===== config.mk =====
export PLATFORM = sky130hd
export DESIGN_NAME = mini_alu_pipe
export DESIGN_NICKNAME = d
export VERILOG_FILES = /design/src/rtl/mini_alu_pipe_pkg.sv /design/src/rtl/mini_alu_regfile.sv /design/src/rtl/mini_alu_pipe.sv
export SDC_FILE = /design/constraint.sdc
export NUM_CORES = 2
export LEC_CHECK = 0
export ABC_AREA = 1
export CAP_MARGIN = 30
export CORE_ASPECT_RATIO = 0.5
export CORE_MARGIN = 1
export CORE_UTILIZATION = 35
export CTS_CLUSTER_SIZE = 16
export DETAILED_ROUTE_END_ITERATION = 8
export GPL_TIMING_DRIVEN = 0
export SYNTH_ARGS = -nofsm -noshare
export SYNTH_HDL_FRONTEND = slang
export SYNTH_SLANG_ARGS = --single-unit

===== constraint.sdc =====
create_clock -name Clock -period 8 [get_ports Clock]
set_input_delay 1.2 -clock Clock [delete_from_list [all_inputs] [get_ports Clock]]
set_output_delay 1.2 -clock Clock [all_outputs]
set_load 0.02 [all_outputs]

===== src/rtl/mini_alu_pipe_pkg.sv =====
// Shared definitions for the mini ALU pipeline: opcodes, FSM states and
// instruction field positions expressed as functions of the address width.
package mini_alu_pipe_pkg;

   localparam int OP_W = 4;

   typedef enum logic [OP_W-1:0] {
      OP_NOP  = 4'd0,
      OP_STO  = 4'd1,
      OP_ADD  = 4'd2,
      OP_SUB  = 4'd3,
      OP_SMUL = 4'd4,
      OP_MFHI = 4'd5,
      OP_BLE  = 4'd6,
      OP_JMP  = 4'd7,
      OP_OUT  = 4'd8,
      OP_HALT = 4'd9
   } opcode_e;

   typedef enum logic [1:0] {
      ST_RUN      = 2'd0,
      ST_WAIT_OUT = 2'd1,
      ST_HALT     = 2'd2
   } state_e;

   // Instruction layout is {op, dest, src1, src0}.
   function automatic int instr_w(input int addr_w);
      return OP_W + 3 * addr_w;
   endfunction

   function automatic int op_lsb(input int addr_w);
      return 3 * addr_w;
   endfunction

   function automatic int dest_lsb(input int addr_w);
      return 2 * addr_w;
   endfunction

   function automatic int src1_lsb(input int addr_w);
      return addr_w;
   endfunction

   function automatic int src0_lsb(input int addr_w);
      return 0 * addr_w;
   endfunction

endpackage


===== src/rtl/mini_alu_regfile.sv =====
// Register file: REG_DEPTH x DATA_W, two combinational read ports, one
// synchronous write port. Addresses at or beyond REG_DEPTH read as zero and
// ignore writes.
module mini_alu_regfile #(
   parameter int DATA_W    = 16,
   parameter int ADDR_W    = 8,
   parameter int REG_DEPTH = 16
) (
   input  logic              clk_i,
   input  logic              rst_ni,
   input  logic [ADDR_W-1:0] rd0_addr_i,
   output logic [DATA_W-1:0] rd0_data_o,
   input  logic [ADDR_W-1:0] rd1_addr_i,
   output logic [DATA_W-1:0] rd1_data_o,
   input  logic              wr_en_i,
   input  logic [ADDR_W-1:0] wr_addr_i,
   input  logic [DATA_W-1:0] wr_data_i
);

   localparam int IDX_W = (REG_DEPTH > 1) ? $clog2(REG_DEPTH) : 1;

   logic [DATA_W-1:0] mem_q [REG_DEPTH];

   function automatic logic in_range(input logic [ADDR_W-1:0] addr);
      return int'(addr) < REG_DEPTH;
   endfunction

   // Storage array with asynchronous clear and a single write port
   always_ff @(posedge clk_i or negedge rst_ni) begin
      if (!rst_ni) begin
         // NOTE: the array must read zero right after reset, so it is built
         // from resettable flops; a RAM macro could not honour the clear.
         for (int i = 0; i < REG_DEPTH; i++) begin
            mem_q[i] <= '0;
         end
      end else if (wr_en_i && in_range(wr_addr_i)) begin
         mem_q[wr_addr_i[IDX_W-1:0]] <= wr_data_i;
      end
   end

   assign rd0_data_o = in_range(rd0_addr_i) ? mem_q[rd0_addr_i[IDX_W-1:0]] : '0;
   assign rd1_data_o = in_range(rd1_addr_i) ? mem_q[rd1_addr_i[IDX_W-1:0]] : '0;

endmodule


===== src/rtl/mini_alu_pipe.sv =====
// Two-stage ALU core: fetch into a decode register, execute against the
// register file. Taken branches flush one slot; OUT stalls until the
// consumer accepts the data; HALT freezes the core until reset.
module mini_alu_pipe
   import mini_alu_pipe_pkg::*;
#(
   parameter int DATA_W    = 16,
   parameter int ADDR_W    = 8,
   parameter int REG_DEPTH = 16,
   parameter int IP_W      = 16
) (
   input  logic                     Clock,
   input  logic                     Reset,
   output logic [IP_W-1:0]          oIP,
   input  logic [OP_W+3*ADDR_W-1:0] iInstruction,
   output logic [DATA_W-1:0]        oOutData,
   output logic                     oOutValid,
   input  logic                     iOutReady,
   output logic                     oHalted
);

   localparam int INSTR_W  = instr_w(ADDR_W);
   localparam int OP_LSB   = op_lsb(ADDR_W);
   localparam int DEST_LSB = dest_lsb(ADDR_W);
   localparam int SRC1_LSB = src1_lsb(ADDR_W);
   localparam int SRC0_LSB = src0_lsb(ADDR_W);
   localparam logic [INSTR_W-1:0] NOP_INSTR = {OP_NOP, {(3*ADDR_W){1'b0}}};

   state_e              state_q, state_d;
   logic [IP_W-1:0]     ip_q, ip_d;
   logic [INSTR_W-1:0]  dec_q, dec_d;
   logic [DATA_W-1:0]   hi_q, hi_d;
   logic [DATA_W-1:0]   out_data_q, out_data_d;
   logic                out_valid_q, out_valid_d;

   opcode_e             op;
   logic [ADDR_W-1:0]   dest, src1, src0;
   logic [DATA_W-1:0]   rd0, rd1;
   logic                wr_en;
   logic [DATA_W-1:0]   wr_data;
   logic [2*DATA_W-1:0] op0_ext, op1_ext, prod;

   assign op   = opcode_e'(dec_q[OP_LSB +: OP_W]);
   assign dest = dec_q[DEST_LSB +: ADDR_W];
   assign src1 = dec_q[SRC1_LSB +: ADDR_W];
   assign src0 = dec_q[SRC0_LSB +: ADDR_W];

   // Sign-extend both operands so the truncated product is the signed one.
   assign op0_ext = {{DATA_W{rd0[DATA_W-1]}}, rd0};
   assign op1_ext = {{DATA_W{rd1[DATA_W-1]}}, rd1};
   assign prod    = op0_ext * op1_ext;

   mini_alu_regfile #(
      .DATA_W    (DATA_W),
      .ADDR_W    (ADDR_W),
      .REG_DEPTH (REG_DEPTH)
   ) u_regfile (
      .clk_i      (Clock),
      .rst_ni     (Reset),
      .rd0_addr_i (src0),
      .rd0_data_o (rd0),
      .rd1_addr_i (src1),
      .rd1_data_o (rd1),
      .wr_en_i    (wr_en),
      .wr_addr_i  (dest),
      .wr_data_i  (wr_data)
   );

   // Execute the decoded instruction and compute fetch / FSM next state
   always_comb begin
      // NOTE: every signal driven here gets a default first, so no branch of
      // the case statements can leave one unassigned and infer a latch.
      state_d     = state_q;
      ip_d        = ip_q;
      dec_d       = dec_q;
      hi_d        = hi_q;
      out_data_d  = out_data_q;
      out_valid_d = out_valid_q;
      wr_en       = 1'b0;
      wr_data     = '0;

      case (state_q)
         ST_RUN: begin
            ip_d  = ip_q + IP_W'(1);
            dec_d = iInstruction;
            case (op)
               OP_STO: begin
                  wr_en   = 1'b1;
                  wr_data = DATA_W'({src1, src0});
               end
               OP_ADD: begin
                  wr_en   = 1'b1;
                  wr_data = rd0 + rd1;
               end
               OP_SUB: begin
                  wr_en   = 1'b1;
                  wr_data = rd0 - rd1;
               end
               OP_SMUL: begin
                  wr_en   = 1'b1;
                  wr_data = prod[DATA_W-1:0];
                  hi_d    = prod[2*DATA_W-1:DATA_W];
               end
               OP_MFHI: begin
                  wr_en   = 1'b1;
                  wr_data = hi_q;
               end
               OP_BLE: begin
                  if (rd1 <= rd0) begin
                     ip_d  = IP_W'(dest);
                     dec_d = NOP_INSTR;
                  end
               end
               OP_JMP: begin
                  ip_d  = IP_W'(dest);
                  dec_d = NOP_INSTR;
               end
               OP_OUT: begin
                  out_data_d  = rd1;
                  out_valid_d = 1'b1;
                  state_d     = ST_WAIT_OUT;
               end
               OP_HALT: begin
                  ip_d    = ip_q;
                  dec_d   = dec_q;
                  state_d = ST_HALT;
               end
               default: ;
            endcase
         end
         ST_WAIT_OUT: begin
            if (out_valid_q && iOutReady) begin
               out_valid_d = 1'b0;
               state_d     = ST_RUN;
            end
         end
         ST_HALT: ;
         default: state_d = ST_RUN;
      endcase
   end

   // Pipeline, HI, output port and FSM state registers
   always_ff @(posedge Clock or negedge Reset) begin
      if (!Reset) begin
         state_q     <= ST_RUN;
         ip_q        <= '0;
         dec_q       <= NOP_INSTR;
         hi_q        <= '0;
         out_data_q  <= '0;
         out_valid_q <= 1'b0;
      end else begin
         // NOTE: non-blocking updates let every register see the values from
         // before this edge, which is what makes the two stages independent.
         state_q     <= state_d;
         ip_q        <= ip_d;
         dec_q       <= dec_d;
         hi_q        <= hi_d;
         out_data_q  <= out_data_d;
         out_valid_q <= out_valid_d;
      end
   end

   assign oIP       = ip_q;
   assign oOutData  = out_data_q;
   assign oOutValid = out_valid_q;
   assign oHalted   = (state_q == ST_HALT);

endmodule

# After elaboration in Yosys (flattened, before gate mapping)

Cells that the tools add are included.

Multiplexer cells: 25
Add/subtract/negate cells: 3
Equal/unequal tests: 14
Multiply operators: 1
Bitwise logic cells: 5
Order comparisons: 8
Reductions and logical operators: 11

Operators by type and width:

| kind                                                 | number |
|---|---|
| bitwise mux 256 bit                                  | 1 |
| two-way mux 16 bit                                   | 9 |
| binary-select mux 16 bit (select 4 bit)              | 2 |
| case mux 28 bit (3 select lines)                     | 1 |
| case mux 16 bit (5 select lines)                     | 1 |
| demux 16 bit (select 4 bit)                          | 1 |
| case mux 16 bit (3 select lines)                     | 1 |
| multiplier 16 x 16 -> 32 bit                         | 1 |
| two-way mux 28 bit                                   | 1 |
| < comparator 8 x 5 -> 1 bit (second input constant)  | 3 |
| adder 16 x 1 -> 16 bit (second input constant)       | 1 |
| adder 16 bit                                         | 1 |
| equality test 4 x 3 -> 1 bit (second input constant) | 4 |
| <= comparator 16 bit                                 | 1 |
| subtractor 16 bit                                    | 1 |
| >= comparator 5 bit (second input constant)          | 3 |
| NOT 4 -> 5 bit                                       | 3 |
| equality test 4 x 2 -> 1 bit (second input constant) | 2 |
| equality test 4 bit (second input constant)          | 2 |
| case mux 2 bit (3 select lines)                      | 1 |
| AND reduction 2 bit                                  | 3 |
| AND reduction 3 bit                                  | 2 |
| < comparator 5 x 1 -> 1 bit (second input constant)  | 1 |
| OR reduction 5 bit                                   | 1 |
| other kinds (14)                                     | 20 |

Input bits: 31
Register bits: 335

# Logic depth before layout (Yosys ltp)

Depth in word-level cells: 9
Mapped depth: 39

# Modules after synthesis

A second synthesis with hierarchy kept.

Cell total of the unflattened synthesis: 4564
Area, all modules: 31770.5 sq um

Modules (own cells, without submodules):

| module           | seq. area each (sq um) | area each (sq um) | instances | cells each |
|---|---|---|---|---|
| mini_alu_pipe    | 1976.9                 | 16727.3           | 1         | 2315 |
| mini_alu_regfile | 6406.1                 | 15043.2           | 1         | 2249 |

# Least setup slack after synthesis

OpenSTA, ideal clock, no wires.

Kind: reg2reg
From: reg dec_q[8]
To: reg hi_q[11]
Setup time: 134 ps
Required time: 7866 ps
Path buffers: 3
Path slack: 1267 ps
Arrival time: 6599 ps
Cell stages (with the launch flop): 31
Clock period less this slack: 6733 ps
Cells stage by stage: dfrtp_1 buf_4 buf_2 buf_2 a21oi_1 o21ai_0 o211ai_1 nand3_1 nand2_1 nand2_2 nor2_1 inv_1 fa_1 inv_1 fa_1 inv_1 fa_1 fa_1 fa_1 fa_1 inv_1 ha_1 nand2_1 nor2_1 nor3b_1 nand3_1 nand3_1 a21o_1 or2_2 nand3_1 o21ai_0

Longest elaborated chain between the ends: 6

Ends and longest elaborated chain:

| element                                               | line                   | RTL |
|---|---|---|
| start: declaration                                    | mini_alu_pipe.sv:31    | `logic [INSTR_W-1:0] dec_q, dec_d;` |
| start signal: assignment                              | mini_alu_pipe.sv:147   | `dec_q <= NOP_INSTR;` |
| start signal: assignment                              | mini_alu_pipe.sv:156   | `dec_q <= dec_d;` |
| NOT 4 -> 5 bit (implied by the code)                  | mini_alu_regfile.sv:42 | `assign rd1_data_o = in_range(rd1_addr_i) ? mem_q[rd1_addr_i[IDX_W-1:0]] : '0;` |
| binary-select mux 16 bit (select 4 bit)               | mini_alu_regfile.sv:42 |  |
| two-way mux 16 bit (implied by the code) (2 in a row) | mini_alu_regfile.sv:42 |  |
| two-way mux 16 bit (*)                                | mini_alu_regfile.sv:42 |  |
| multiplier 16 x 16 -> 32 bit (*)                      | mini_alu_pipe.sv:51    | `assign prod = op0_ext * op1_ext;` |
| end signal: assignment                                | mini_alu_pipe.sv:157   | `hi_q <= hi_d;` |
| end: declaration                                      | mini_alu_pipe.sv:32    | `logic [DATA_W-1:0] hi_q, hi_d;` |

Mark *: on every way between the ends. The rest lies on a longest branch, timed or not. The select of a mux whose other input is x is not followed.
A chain may end at the register's enable or synchronous reset.

# Worst setup path after layout

From: reg dec_q[10]
To: reg hi_q[13]

Longest elaborated chain between the ends: 6

Ends and longest elaborated chain:

| element                                               | line                   | RTL |
|---|---|---|
| NOT 4 -> 5 bit (implied by the code)                  | mini_alu_regfile.sv:42 |  |
| binary-select mux 16 bit (select 4 bit)               | mini_alu_regfile.sv:42 |  |
| two-way mux 16 bit (implied by the code) (2 in a row) | mini_alu_regfile.sv:42 |  |
| two-way mux 16 bit (*)                                | mini_alu_regfile.sv:42 |  |
| via rd1[11]                                           | mini_alu_pipe.sv:38    | `logic [DATA_W-1:0] rd0, rd1;` |
| multiplier 16 x 16 -> 32 bit (*)                      | mini_alu_pipe.sv:51    |  |

Mark *: on every way through the listed nets, which the timed path passes. The rest lies on a longest branch. The select of a mux whose other input is x is not followed.

==> implementation parameters <==
Parameter                              Value

Timing
  Max Transition Viols Final    0
  FMAX    128 MHz
  Final critical-path share of the clock period    97.9%
  Layout Skew    0.0520 ns
  Worst hold margin    0.481 ns
  Hold Vio Cnt, Final    0
  Least-Margin Pin Slew    0.954 ns
  Final number of setup-violating endpoints    0
  Clock period minus worst slack    7.83 ns
  Worst slew margin    36.4%
  Worst path setup slack after routing    0.170 ns

Global route
  Antenna violations before repair    2
  Maximum number of pins on one net before global-route repair    116
  Total gr overflow    0
  GRT Total Usage    31.5%
  Number of global-route vias before repair    29495
  Wire length of the first global-routing pass    205000 µm

Logic synthesis
  Mapped Avg Cell Area    7.60 µm²
  Post-synthesis register bit count    335
  Dominant cells by area after synthesis    sky130_fd_sc_hd__dfrtp_1 (27%), sky130_fd_sc_hd__fa_1 (17%), sky130_fd_sc_hd__nand2_1 (9.6%)
  Fraction of synthesis flops using an asynchronous set or reset pin    100%
  Post-synth top flop    sky130_fd_sc_hd__dfrtp_1
  Portion of the post-synthesis area used by sequential elements    27.3%
  Synthesized net count    4452
  Leading cell types by count after synthesis    sky130_fd_sc_hd__nand2_1 (785), sky130_fd_sc_hd__inv_1 (626), sky130_fd_sc_hd__o21ai_0 (416), sky130_fd_sc_hd__dfrtp_1 (335), sky130_fd_sc_hd__nand3_1 (324)
  Yosys top cell by area    sky130_fd_sc_hd__dfrtp_1
  Count of unique library cells instantiated by Yosys    61
  Number of cells produced by synthesis    4041
  Top-area cell type share of the netlist area    27.3%
  Most frequent cell after synthesis    sky130_fd_sc_hd__nand2_1
  Number of enable-type register cells in the synthesized netlist    0
  Synth Warn #    0
  Synth Cell Area    30700 µm²

Worst hold path
  Hold Crit Start    u_regfile.mem_q[141]
  Hold Crit Class    reg -> reg
  Worst hold path endpoint    u_regfile.mem_q[141]
  Worst hold stages    2

Detailed routing
  Number of remaining DRC errors    0
  Final WL    142000 µm
  Total vias in the final route    30715
  DRC marker count from the first detailed-route iteration    3996
  Count of antenna-violating nets left after detailed routing    0
  Wire per inst    26.3 µm
  Number of iterations in the first detailed-routing pass    8
  Vias per inst    5.69

Cells and area
  Final-layout fill cell count    8845
  Multi-input combinational cell area    19200 µm²
  Area added between synthesis and finish    15.9%
  Number of nets in the final layout    4612
  Proportion of layout cells with a drive suffix above 1    12.7%
  Flip-flop and latch area    8390 µm²

Setup path
  Largest fanout on the critical path    10
  Slowest library cell on the worst path    sky130_fd_sc_hd__fa_1
  Crit path kind    reg -> reg
  Number of cells traversed by the worst register-to-register path    30
  Arrival time at the worst endpoint    8.26 ns
  Required time reported for the critical path endpoint    8.43 ns
  Highest cell delay on the worst timing path    0.59 ns
  Reg2reg start    dec_q[10]
  Slack of the worst reg-to-reg path    0.17 ns
  Type of element capturing the critical path    flop
  Kind of start point of the critical path    flop
  Worst r2r dst    hi_q[13]

Power and ir drop
  Max rail drop VDD    0.198 mV
  Leakage power total    16.8 nW
  Power after layout    12.6 mW
  Ratio of total power to cell area    355 nW/µm²

Clock tree
  Clock tree from TritonCTS    done
  Deepest clock path buffer count    3
  Count of hold buffers inserted by post-cts repair    0
  Clock H-tree levels    2
  Buffer cell driving the clock tree root    sky130_fd_sc_hd__clkbuf_16
  TritonCTS Sinks    335
  CTS clk-pin slew, worst paths    0.07 ns
  Skew-Pair Late Insertion Delay    0.60 ns
  Inserted Clock Buffers    37

Outcome
  Result of the run    finished clean

Floorplan
  Initial Util    35.5%
  Number of standard-cell rows in the floorplan    76
  Overall die area    89000 µm²
  Core box area    86400 µm²
  Width of the chip    421 µm
  Y dimension of the die    211 µm
  Number of top-level design ports    65

Run
  Max-capacitance violation count    0

Placed design
  Final HPWL DP    108000 µm
  PortBufs    64
  Post-place setup slack    -1.87 ns
  RD Place Congestion    1.03
==> through the flow <==
stage,setup TNS [ns],util [%],instances,area [µm²]
2_1_floorplan,0,-,4041,30700
3_3_place_gp,-3380.60,38.0,5275,32800
3_5_place_dp,-175.77,38.2,5287,33000
4_1_cts,0,40.5,5373,35000
5_1_grt,-0.310,41.2,5399,35600
6_report,0,41.2,5402,35600
==> layout make-up <==
cell class,instances,area share [%]
Clock inverter,21,0.756
Clock buffer,46,2.90
Tap cell,1170,4.11
Timing Repair Buffer,124,3.70
Multi-Input combinational cell,2828,54.0
Inverter,671,7.19
Antenna cell,3,0.0211
Buffer,204,3.74
Sequential cell,335,23.6
==> timing repair <==
item | CTS | global route
setup endpoints to repair | 158 | 137
resized for setup | 160 | 130
pin swaps | 12 | 24
setup buffers | 22 | 26
==> state kept, by name (all words and copies together) (netlist names) <==
register	cells
u_regfile.mem_q	256
dec_q	28
hi_q	16
oIP	16
oOutData	16
state_q	2
oOutValid	1
==> power breakdown <==
part	internal, mW	switching [mW]
Sequential	1.95	0.246
Combinational	2.38	6.16
Clock	1.06	0.847
Total	5.39	7.25
==> layout by cell type, fill, tap and decap left out, drive strengths merged, types with 2 or more instances in the layout <==
cell type        n
nor4             4
o21bai           9
diode            3
dfrtp          335
xor2             9
nand3b          10
fa             263
nor3            30
clkdlybuf4s15    4
or2             18
inv            664
o2111ai          2
nor2           295
clkinvlp         6
a21o             9
a221oi           5
nand2          798
a31oi            3
clkinv          18
xnor2            6
o221ai           3
buf            173
o21ai          502
o22ai           30
clkbuf         134
a21oi          276
nand3          326
clkdlybuf4s50   63
nand4           22
bufinv           4
ha             117
o211ai          82
==> layer usage <==
layer | share of wire [%] | vias up | wire [µm] | GRT usage (%)
met2 | 41 | 1834 | 58900 | 47.1
met4 | 4.7 | 0 | 6650 | 13.0
met1 | 43 | 15202 | 60500 | 42.9
met5 | 0 | - | 0 | 0
li1 | - | 13302 | - | -
met3 | 11 | 377 | 16100 | 8.59
==> critical path, delay by kind of cell, from the launching register on <==
family	cells	cell delay (ns)
adders and majority gates	8	3.62
AOI/OAI and AO/OA	2	0.31
buffers and inverters	7	1.44
and+or+nand+nor	13	1.86
DFF	1	0.37
==> how the worst max path moves through the flow <==
stage | start | to | slack (ns) | cells past startpoint
floorplan | dec_q[8] | hi_q[11] | 1.27 | 30
global placement | Reset | u_regfile.mem_q[163] | -9.59 | 1
detailed placement | dec_q[3] | u_regfile.mem_q[174] | -1.87 | 27
CTS | dec_q[8] | u_regfile.mem_q[124] | 0.01 | 34
finish | dec_q[10] | hi_q[13] | 0.17 | 30
global route | dec_q[0] | u_regfile.mem_q[120] | -0.04 | 31
==> cell families after synthesis <==
group | after synthesis | share of synthesized area, %
flops | 335 | 27.3
fa+ha+maj | 380 | 21.9
xor+xnor | 15 | 0.428
buf+inv | 878 | 11.7
compound gates | 928 | 17.3
simple gates | 1505 | 21.3
(Power assumes the default switching activity.)
